<file path="src/rtl/pipeline_hazard_ctrl.sv">
// Stall/flush sequencer for the 5-stage microRISC pipeline: load-use, redirect,
// multi-cycle EX and data-memory wait handling plus a saturating stall counter.
module pipeline_hazard_ctrl #(
   parameter int REG_ADDR_W = 3,
   parameter int MUL_CYCLES = 4
) (
   input  logic                  clk,
   input  logic                  rst,
   input  logic [REG_ADDR_W-1:0] id_rs1,
   input  logic [REG_ADDR_W-1:0] id_rs2,
   input  logic                  id_use_rs1,
   input  logic                  id_use_rs2,
   input  logic [REG_ADDR_W-1:0] ex_rd,
   input  logic                  ex_mem_read,
   input  logic                  ex_redirect,
   input  logic                  ex_multi,
   input  logic                  mem_busy,
   output logic                  pc_stall,
   output logic                  if_id_stall,
   output logic                  id_ex_stall,
   output logic                  ex_mem_stall,
   output logic                  if_id_flush,
   output logic                  id_ex_flush,
   output logic                  ex_mem_flush,
   output logic                  mem_wb_flush,
   output logic                  busy,
   output logic [15:0]           stall_cycles
);

   localparam int CNT_W = $clog2(MUL_CYCLES);
   localparam logic [CNT_W-1:0] CNT_LOAD = CNT_W'(MUL_CYCLES - 2);

   localparam logic [1:0] ST_RUN      = 2'd0;
   localparam logic [1:0] ST_MULTI    = 2'd1;
   localparam logic [1:0] ST_MEM_WAIT = 2'd2;

   logic [1:0]       state_q, state_d;
   logic [CNT_W-1:0] count_q, count_d;
   logic             multi_done_q, multi_done_d;
   logic [15:0]      stall_cycles_q, stall_cycles_d;
   logic             load_use;

   assign load_use = ex_mem_read && (ex_rd != '0) &&
                     ((id_use_rs1 && (id_rs1 == ex_rd)) ||
                      (id_use_rs2 && (id_rs2 == ex_rd)));

   always_comb begin
      // NOTE: every output and next-state gets a default first so no latch is inferred.
      pc_stall     = 1'b0;
      if_id_stall  = 1'b0;
      id_ex_stall  = 1'b0;
      ex_mem_stall = 1'b0;
      if_id_flush  = 1'b0;
      id_ex_flush  = 1'b0;
      ex_mem_flush = 1'b0;
      mem_wb_flush = 1'b0;
      state_d      = state_q;
      count_d      = count_q;
      multi_done_d = multi_done_q;

      if (!rst) begin
         if (state_q == ST_MULTI) begin
            if (mem_busy) begin
               {pc_stall, if_id_stall, id_ex_stall, ex_mem_stall, mem_wb_flush} = '1;
               count_d = (count_q == '0) ? count_q : count_q - CNT_W'(1);
            end else if (count_q != '0) begin
               {pc_stall, if_id_stall, id_ex_stall, ex_mem_flush} = '1;
               count_d = count_q - CNT_W'(1);
            end else begin
               multi_done_d = 1'b1;
               state_d      = ST_RUN;
            end
         end else begin
            state_d = ST_RUN;
            if (mem_busy) begin
               {pc_stall, if_id_stall, id_ex_stall, ex_mem_stall, mem_wb_flush} = '1;
               state_d = ST_MEM_WAIT;
            end else if (ex_multi && !multi_done_q) begin
               {pc_stall, if_id_stall, id_ex_stall, ex_mem_flush} = '1;
               count_d = CNT_LOAD;
               state_d = ST_MULTI;
            end else if (ex_redirect) begin
               {if_id_flush, id_ex_flush} = '1;
            end else if (load_use) begin
               {pc_stall, if_id_stall, id_ex_flush} = '1;
            end
            // Once EX moves on, a still-high ex_multi belongs to a new op.
            if (!ex_mem_stall) multi_done_d = 1'b0;
         end
      end
   end

   assign stall_cycles_d = (pc_stall && (stall_cycles_q != 16'hFFFF)) ?
                           stall_cycles_q + 16'd1 : stall_cycles_q;

   always_ff @(posedge clk or posedge rst) begin
      // NOTE: registered state is updated with non-blocking assignments only.
      if (rst) begin
         state_q        <= ST_RUN;
         count_q        <= '0;
         multi_done_q   <= 1'b0;
         stall_cycles_q <= '0;
      end else begin
         state_q        <= state_d;
         count_q        <= count_d;
         multi_done_q   <= multi_done_d;
         stall_cycles_q <= stall_cycles_d;
      end
   end

   assign busy         = (state_q != ST_RUN);
   assign stall_cycles = stall_cycles_q;

endmodule

</file>
<file path="config.mk">
export PLATFORM = sky130hd
export DESIGN_NAME = pipeline_hazard_ctrl
export DESIGN_NICKNAME = d
export VERILOG_FILES = /design/src/rtl/pipeline_hazard_ctrl.sv
export SDC_FILE = /design/constraint.sdc
export NUM_CORES = 1
export LEC_CHECK = 0
export CORE_MARGIN = 2
export CORE_UTILIZATION = 28
export DETAILED_ROUTE_END_ITERATION = 10
export GPL_TIMING_DRIVEN = 0
export MAX_ROUTING_LAYER = met4
export PLACE_DENSITY = 0.59
export SLEW_MARGIN = 30
export SYNTH_ARGS = -nofsm -noshare
export SYNTH_HDL_FRONTEND = slang
export SYNTH_SLANG_ARGS = --single-unit
export TNS_END_PERCENT = 5
</file>
<file path="constraint.sdc">
create_clock -name clk -period 5.2 [get_ports clk]
set_input_delay 0.52 -clock clk [delete_from_list [all_inputs] [get_ports clk]]
set_output_delay 0.52 -clock clk [all_outputs]
set_load 0.005 [all_outputs]
</file>
==> metrics.cfg, run 1 <==
[placed_design]
port_buffers = 41
place_area_sq_mm = 0.00170
dp_cells = 219
place.gp.congestion = 0.807
hpwlAfterDp_mm = 2.13

[synthesis]
synthArstFlopShare = 1.00
ys_seq_elements = 21
avgSynthCellArea_sq_um = 9.69
synth_edf_count = 0
synthTopCellsByArea = dfrtp_1, xnor2_1, nor2_1
synth_nets = 145
ys_seq_area_frac = 0.430
synth_top_flop_cell = dfrtp_1
yosys.cell_types.count = 35
synth_top_area_frac = 0.430
ys_warn_count = 0
synth.largest_area_cell = dfrtp_1
synthCells = 126
netlist_area_sq_mm = 0.00122

[power]
total_power_mw = 0.574
p_per_area_mw_per_mm2 = 329
ir_worst_vdd_mv = 0.192
p_leak_nw = 0.743

[sta]
tightest_slew_ps = 789
final_hold_viol_count = 0
drv_slew = 0
max_slew_margin = 0.473
setup_tns_ps = 0
skew_ps = 2.68
min_period_ps = 3090
period_share = 0.594
grt_setup_unrepaired = no
fmax_mhz = 324
setup_viol = 0

[route]
wl_met3_microns = 109
dr.pass1.iters = 4
drt-initial-drc-count = 48
dr_total_vias = 1070
wirelength_met1_mm = 1.27
wl_met2_mm = 1.35
drc = 0
wl_per_cell_microns = 12.3
drt_wl_total_mm = 2.75
ant_nets = 0
routed.top_layer = met4
viasPerCell = 4.80

[clock_network]
max-clock-path-buffers = 2
numCtsBuffers = 3
cts_setup_buffers = 0
root_buffer = clkbuf_8
ctsResizeCount = 0
path_clk_slew_ps = 80
hold_buffers = 0
ctsHtreeMaxLevel = 1
cts_tree = done
clock_latency_ps = 250
cts_sinks = 21

[finish]
fin_util = 0.409
nets = 191
layout.cells.non_filler = 223
diodes = 0
layout-drive-gt1-share = 0.0877
fillers = 425
layout-area-overhead-vs-synth_pct = 42.7
finalInstanceArea_sq_mm = 0.00174

[setup_path]
startpoint_type = input pin
worstPathMaxFanout = 10
crit_type = in -> out
worstSetupEndpointType = primary output
cp.arrival_ps = 2570
required_ps = 4680

[global_route]
grt_first_pass_wirelength_mm = 4.75
grt_usage = 0.122
grt_pass1_vias = 1088
grt_max_degree = 22
antenna_found_initial = 0
grt-ovfl-total = 0

[run]
maxCapViolCount = 0

[die]
dieArea_sq_mm = 0.00491
initial_utilization = 0.286
io_pins = 42
std_cell_rows = 24
die_h_microns = 70.0
coreArea_sq_mm = 0.00426
die_w_microns = 70.0

[min_path]
min_path_type = reg -> reg

[outcome]
outcome = complete, no violations

## layout make-up
type / count / area [sq um] / area share
multi-input combinational: 95 / 651 / 0.373
sequential: 21 / 526 / 0.302
timing repair buffer: 41 / 410 / 0.235
tap: 52 / 65.1 / 0.0373
clock buffer: 3 / 41.3 / 0.0237
inverter: 7 / 26.3 / 0.0151
buffer: 3 / 18.8 / 0.0108
clock inverter: 1 / 5.00 / 0.00287
## Yosys cell counts, drive strengths merged (2+ instances only)
cell and instances:
dfrtp 21, xnor2 20, nor2 15, nand3 9, inv 7, nand4 7
a21oi 6, nand2 4, or2 4, and3 3, a22oi 2, and2 2
and4 2, buf 2, ha 2, nor2b 2, nor3 2, o22a 2
## state kept, by name, summed over array words and instances, names as in the netlist
| register | count |
|---|---|
| count_q | 2 |
| stall_cycles | 16 |
| multi_done_q | 1 |
| state_q | 2 |
## layout by cell type (no fill, tap or decap), types with 2 or more instances in the layout
cell type / instances
clkdlybuf4s50_1: 41
dfrtp_1: 21
xnor2_1: 20
nor2_1: 15
nand3_1: 9
nand4_1: 7
inv_1: 7
a21oi_1: 6
and3_1: 3
or2_2: 3
nand2_1: 3
clkbuf_8: 3
nor2b_1: 2
and4_1: 2
and2_1: 2
o22a_1: 2
nor3_1: 2
ha_1: 2
buf_4: 2
## layer usage
| layer | global-route usage | up-vias |
|---|---|---|
| li1 | - | 529 |
| met1 | 0.148 | 514 |
| met2 | 0.200 | 25 |
| met3 | 0.0245 | 2 |
| met4 | 0.0449 | 0 |
| met5 | - | - |
## cell families (layout without fill, tap and decap cells)
logic type,count (synthesis),after routing,synth area share
adder cells (fa/ha/maj),2,2,0.0205
AND/OR/NAND/NOR,56,56,0.259
multiplexers,1,1,0.00922
XOR/XNOR,21,21,0.151
buffers and inverters,10,55,0.0369
flip-flops,21,21,0.430
AO/OA/AOI/OAI,15,15,0.0932
## final timing paths
path | end | cells past startpoint | startpoint | slack (ps)
setup reg to reg | stall_cycles[1] | 7 | count_q[0] | 3060
setup / recovery | pc_stall | 7 | mem_busy | 2110
hold reg to reg | stall_cycles[5] | 1 | stall_cycles[5] | 500
min in group asynchronous | count_q[0] | 3 | rst | 1060
max in group asynchronous | stall_cycles[15] | 3 | rst | 3650
hold / removal | stall_cycles[5] | 1 | stall_cycles[5] | 500
## report_power, final
| part | internal [mW] | switching (mW) | total, mW |
|---|---|---|---|
| registers | 0.202 | 0.0378 | 0.240 |
| clock network | 0.0532 | 0.0512 | 0.104 |
| logic | 0.136 | 0.0940 | 0.230 |
## through the flow
step / worst slack [ps] / hold WS (ps)
2_1_floorplan: 3090 / 460
3_3_place_gp: 2130 / 472
3_5_place_dp: 2130 / 481
4_1_cts: 2110 / 498
5_1_grt: 1930 / 505
6_report: 2110 / 500
## critical path, stage by stage
cell,delay [ps]
clkdlybuf4s50_1,500
nor4bb_2,430
nor4_1,90
o21ai_1,210
nand2_2,220
buf_4,180
clkdlybuf4s50_1,430
No activity file was read; power rests on OpenSTA's default activity.
==> run 2: changes to the inputs <==
--- a/config.mk
+++ b/config.mk
@@ -10,7 +10,7 @@
 export DETAILED_ROUTE_END_ITERATION = 10
 export GPL_TIMING_DRIVEN = 0
 export MAX_ROUTING_LAYER = met4
-export PLACE_DENSITY = 0.59
+export PLACE_DENSITY = 0.61
 export SLEW_MARGIN = 30
 export SYNTH_ARGS = -nofsm -noshare
 export SYNTH_HDL_FRONTEND = slang
==> constraint.sdc (replaced) <==
create_clock -name clk -period 2.8 [get_ports clk]
set_input_delay 0.28 -clock clk [delete_from_list [all_inputs] [get_ports clk]]
set_output_delay 0.28 -clock clk [all_outputs]
set_load 0.005 [all_outputs]
==> run 2 against run 1 <==
Combinational power increased by 90%; routed wire length increased by 5.4%; global-route usage increased by 0.76 points; via count increased by 1.5%; utilization increased by 0.65 points; clock skew increased by 2.8 ps; register-to-register slack got worse by 2500 ps; cell area increased by 1.6%; flip-flop and latch count unchanged.
==> metrics.cfg, run 2 (synthesized netlist as in run 1, its figures left out) <==
[outcome]
outcome = complete, no violations

[min_path]
min_from = stall_cycles[5]
min_to = stall_cycles[5]
whs_path_depth = 1
min_path_type = reg -> reg

[setup_path]
timing.rr.start = count_q[0]
worstSetupEndpointType = primary output
reg2reg_slack_ps = 580
crit_chain = inv_1 > ha_1 > nor4bb_2 > nor4_1 > o21ai_1 > nand2_2 > buf_4 > clkdlybuf4s50_1
ff2ff_path_depth = 8
cpMaxStageDelayCell = clkdlybuf4s50_1
startpoint_type = flip-flop
critPathTopFamily = buffers and inverters
required_ps = 2520
r2r-end = stall_cycles[1]
worstPathMaxFanout = 7
path_buf_inv = 3
max_stage_delay_ps = 430
crit_type = reg -> out
cp.arrival_ps = 2360

[die]
io_pins = 42
die_w_microns = 70.0
dieArea_sq_mm = 0.00491
die_h_microns = 70.0
coreArea_sq_mm = 0.00426
std_cell_rows = 24
initial_utilization = 0.286

[finish]
nets = 194
layout-drive-gt1-share = 0.109
layout-area-overhead-vs-synth_pct = 45.0
diodes = 0
finalInstanceArea_sq_mm = 0.00177
largest_reg_flops = 16
mostFrequentLayoutCells = clkdlybuf4s50_1, dfrtp_1, xnor2_1
fillers = 435
final_common_cell = clkdlybuf4s50_1

[sta]
grt_setup_unrepaired = no
fmax_mhz = 379
skew_ps = 5.47
drv_slew = 0
setup_viol = 0
min_period_ps = 2640
final_hold_viol_count = 0
tightest_slew_ps = 794
period_share = 0.942
max_slew_margin = 0.470
setup_tns_ps = 0

[placed_design]
hpwlAfterDp_mm = 2.13
place_area_sq_mm = 0.00170
port_buffers = 41
place.gp.congestion = 0.784

[route]
drt-initial-drc-count = 57
drt_wl_total_mm = 2.90
wl_per_cell_microns = 12.8
dr_total_vias = 1086
ant_nets = 0
drc = 0
viasPerCell = 4.81
dr.pass1.iters = 2

[clock_network]
path_clk_slew_ps = 80
clock_latency_ps = 270
root_buffer = clkbuf_8
ctsHtreeMaxLevel = 1
cts_tree = done
hold_buffers = 0
max-clock-path-buffers = 2
numCtsBuffers = 3
cts_sinks = 21

[power]
ir_worst_vdd_mv = 0.373
p_per_area_mw_per_mm2 = 615
p_leak_nw = 0.759

[global_route]
antenna_found_initial = 0
grt_max_degree = 22
grt-ovfl-total = 0
grt_usage = 0.129
grt_pass1_vias = 1104
grt_first_pass_wirelength_mm = 4.98

[run]
maxCapViolCount = 0

run 2: power breakdown:
group / switching, mW / leakage [nW] / internal, mW
Combinational: 0.176 / 0.460 / 0.260
Sequential: 0.0726 / 0.273 / 0.375
Clock: 0.105 / 0.0255 / 0.0995
Total: 0.354 / 0.759 / 0.735
run 2: what timing repair did:
item,in CTS,in global routing
pin swaps,1,0
setup buffers,2,1
gates resized for setup,0,1
endpoints found under the setup margin,1,1
run 2: metal layers:
layer	vias to the layer above	wire length, microns	GRT usage
li1	535	-	-
met1	511	1330	0.164
met2	31	1350	0.201
met3	9	117	0.0115
met4	0	102	0.0769
met5	-	0	-
run 2: how the worst max path moves through the flow:
stage	slack, ps	end	depth (start not counted)	startpoint
CTS	70	pc_stall	8	count_q[1]
finish	160	pc_stall	8	count_q[0]
floorplan	850	stall_cycles[1]	7	count_q[0]
detailed placement	240	pc_stall	7	ex_rd[1]
global route	30	pc_stall	8	count_q[0]
global placement	220	pc_stall	7	mem_busy
run 2: through the flow:
| stage | instances | worst slack [ps] | power [mW] | hold slack, ps | util |
|---|---|---|---|---|---|
| floorplan | 126 | 850 | 0.673 | 457 | - |
| global placement | 219 | 216 | 0.860 | 474 | 0.398 |
| detailed placement | 219 | 243 | 0.884 | 493 | 0.398 |
| CTS | 225 | 67.5 | 1.10 | 511 | 0.412 |
| global route | 226 | 28.4 | 1.17 | 524 | 0.415 |
| finish | 226 | 164 | 1.09 | 500 | 0.415 |
run 2: final cells by class:
class                   count  area [sq um]  area share
multi-input cells          95           656       0.370
repair buffers             44           433       0.245
flip-flops and latches     21           526       0.297
inverters                   7          26.3      0.0148
well taps                  52          65.1      0.0367
clock inverters             1          5.00     0.00283
plain buffers               3          18.8      0.0106
clock buffers               3          41.3      0.0233
==> run 3: changes to the inputs <==
--- a/config.mk
+++ b/config.mk
@@ -6,11 +6,12 @@
 export NUM_CORES = 1
 export LEC_CHECK = 0
 export CORE_MARGIN = 2
-export CORE_UTILIZATION = 28
+export CORE_UTILIZATION = 40
+export CTS_CLUSTER_SIZE = 12
 export DETAILED_ROUTE_END_ITERATION = 10
 export GPL_TIMING_DRIVEN = 0
 export MAX_ROUTING_LAYER = met4
-export PLACE_DENSITY = 0.61
+export PLACE_DENSITY = 0.8
 export SLEW_MARGIN = 30
 export SYNTH_ARGS = -nofsm -noshare
 export SYNTH_HDL_FRONTEND = slang
==> run 3 against run 2 <==
Largest power group is now combinational cells; routed wire length shrank 7.5%; die area shrank 28%; critical path depth stayed put; final cell count down 8.4%; utilization rose by 17 points; sequential share of layout area rose by 0.36 points; power decreased by 3.7%; fmax increased by 1.6%; via count is 1.7% lower.
==> metrics.cfg, run 3 (synthesized netlist as in run 1, its figures left out) <==
[outcome]
outcome = complete, no violations

[power]
seqPwrFrac = 0.426
swShare = 0.330
p_leak_nw = 0.757
total_power_mw = 1.05
combPwrFrac = 0.435
p_per_area_mw_per_mm2 = 600
intPower_mw = 0.703
switching_power_mw = 0.346
clkPwrFrac = 0.139
ir_worst_vdd_mv = 0.419

[setup_path]
crit_type = reg -> out
worstSetupEndpointType = primary output
worstPathMaxFanout = 7
startpoint_type = flip-flop
required_ps = 2520
crit_chain = inv_1 > ha_4 > nor4bb_4 > nor4_1 > o21ai_1 > nand2_2 > buf_4 > clkdlybuf4s50_1
timing.rr.start = count_q[0]
max_stage_delay_ps = 430
critPathLaunch = count_q[0]
cpMaxStageDelayCell = clkdlybuf4s50_1
cp.arrival_ps = 2310

[global_route]
grt_max_degree = 22
grt_first_pass_wirelength_mm = 4.46
antenna_found_initial = 0
grt-ovfl-total = 0
grt_pass1_vias = 1071
grt_usage = 0.171

[finish]
layout-area-overhead-vs-synth_pct = 43.2
diodes = 0
nets = 194
final_common_cell = clkdlybuf4s50_1
layout-drive-gt1-share = 0.115
largest_reg_flops = 16
fin_util = 0.587
layout.cells.non_filler = 207
mostFrequentLayoutCells = clkdlybuf4s50_1, dfrtp_1, xnor2_1

[die]
dieArea_sq_mm = 0.00351
die_h_microns = 59.3
io_pins = 42
std_cell_rows = 20
coreArea_sq_mm = 0.00298
die_w_microns = 59.3
initial_utilization = 0.410

[clock_network]
ctsHtreeMaxLevel = 1
cts_tree = done
hold_buffers = 0
root_buffer = clkbuf_4
numCtsBuffers = 3
max-clock-path-buffers = 2
clock_latency_ps = 310
path_clk_slew_ps = 120
cts_sinks = 21

[route]
drt_wl_total_mm = 2.68
drc = 0
wl_per_cell_microns = 12.9
drt-initial-drc-count = 13
ant_nets = 0
dr_total_vias = 1068
dr.pass1.iters = 3
viasPerCell = 5.16

[placed_design]
place.gp.congestion = 0.755
hpwlAfterDp_mm = 2.04
port_buffers = 41
dp_cells = 200

[sta]
drv_slew = 0
grt_setup_unrepaired = no
tightest_slew_ps = 751
period_share = 0.926
setup_tns_ps = 0
fmax_mhz = 386
skew_ps = 7.31
max_slew_margin = 0.499
final_hold_viol_count = 0
min_period_ps = 2590
setup_viol = 0

[min_path]
min_path_type = reg -> reg
min_from = stall_cycles[5]

[run]
maxCapViolCount = 0

run 3: layer usage:
| layer | vias to the layer above | GRT usage | part of all wire |
|---|---|---|---|
| met3 | 4 | 0.0131 | 0.033 |
| met2 | 26 | 0.301 | 0.52 |
| li1 | 533 | - | - |
| met1 | 505 | 0.200 | 0.44 |
| met4 | 0 | 0.0682 | 0.014 |
| met5 | - | - | 0 |
run 3: power by group through the flow:
| stage | logic, mW | clock network, mW | registers (mW) |
|---|---|---|---|
| 6_report | 0.456 | 0.146 | 0.447 |
| 5_1_grt | 0.501 | 0.164 | 0.463 |
| 4_1_cts | 0.442 | 0.153 | 0.447 |
| 3_5_place_dp | 0.426 | 0 | 0.450 |
| 3_3_place_gp | 0.410 | 0 | 0.445 |
| 2_1_floorplan | 0.230 | 0 | 0.443 |
run 3: path summary, 6_finish.rpt:
kind                       slack (ps)  depth (start not counted)          endpoint
max                               210                          8          pc_stall
min                               500                          1   stall_cycles[5]
max reg2reg                       670                          8   stall_cycles[1]
min reg2reg                       500                          1   stall_cycles[5]
max in group asynchronous        1580                          3   stall_cycles[3]
min in group asynchronous         750                          3  stall_cycles[15]
run 3: layout make-up:
type | instances | area [sq um]
Buffer | 3 | 18.8
Clock buffer | 3 | 22.5
Clock inverter | 1 | 5.00
Fill cell | 283 | 1230
Inverter | 7 | 26.3
Multi-Input combinational cell | 95 | 677
Sequential cell | 21 | 526
Tap cell | 33 | 41.3
Timing Repair Buffer | 44 | 433
run 3: what timing repair did:
| action | 4_1_cts | 5_1_grt |
|---|---|---|
| setup endpoints to repair | 1 | 2 |
| gates resized for setup | 1 | 3 |
| pin swaps | 1 | 0 |
| buffers inserted | 2 | 1 |
run 3: worst max-delay path, delay by kind of cell (launching register included):
kind | cells | cell delay (ps)
AOI/OAI and AO/OA | 1 | 140
and+or+nand+nor | 3 | 550
DFF | 1 | 410
adders and majority gates | 1 | 190
buffers and inverters | 3 | 710
run 3: stage by stage:
step | hold WS [ps] | cell area, sq um | setup slack (ps)
after floorplan | 457 | 1220 | 850
after global placement | 473 | 1670 | 223
after detailed placement | 484 | 1670 | 238
after CTS | 501 | 1720 | 11.8
after global routing | 529 | 1750 | 11.7
final | 501 | 1750 | 206
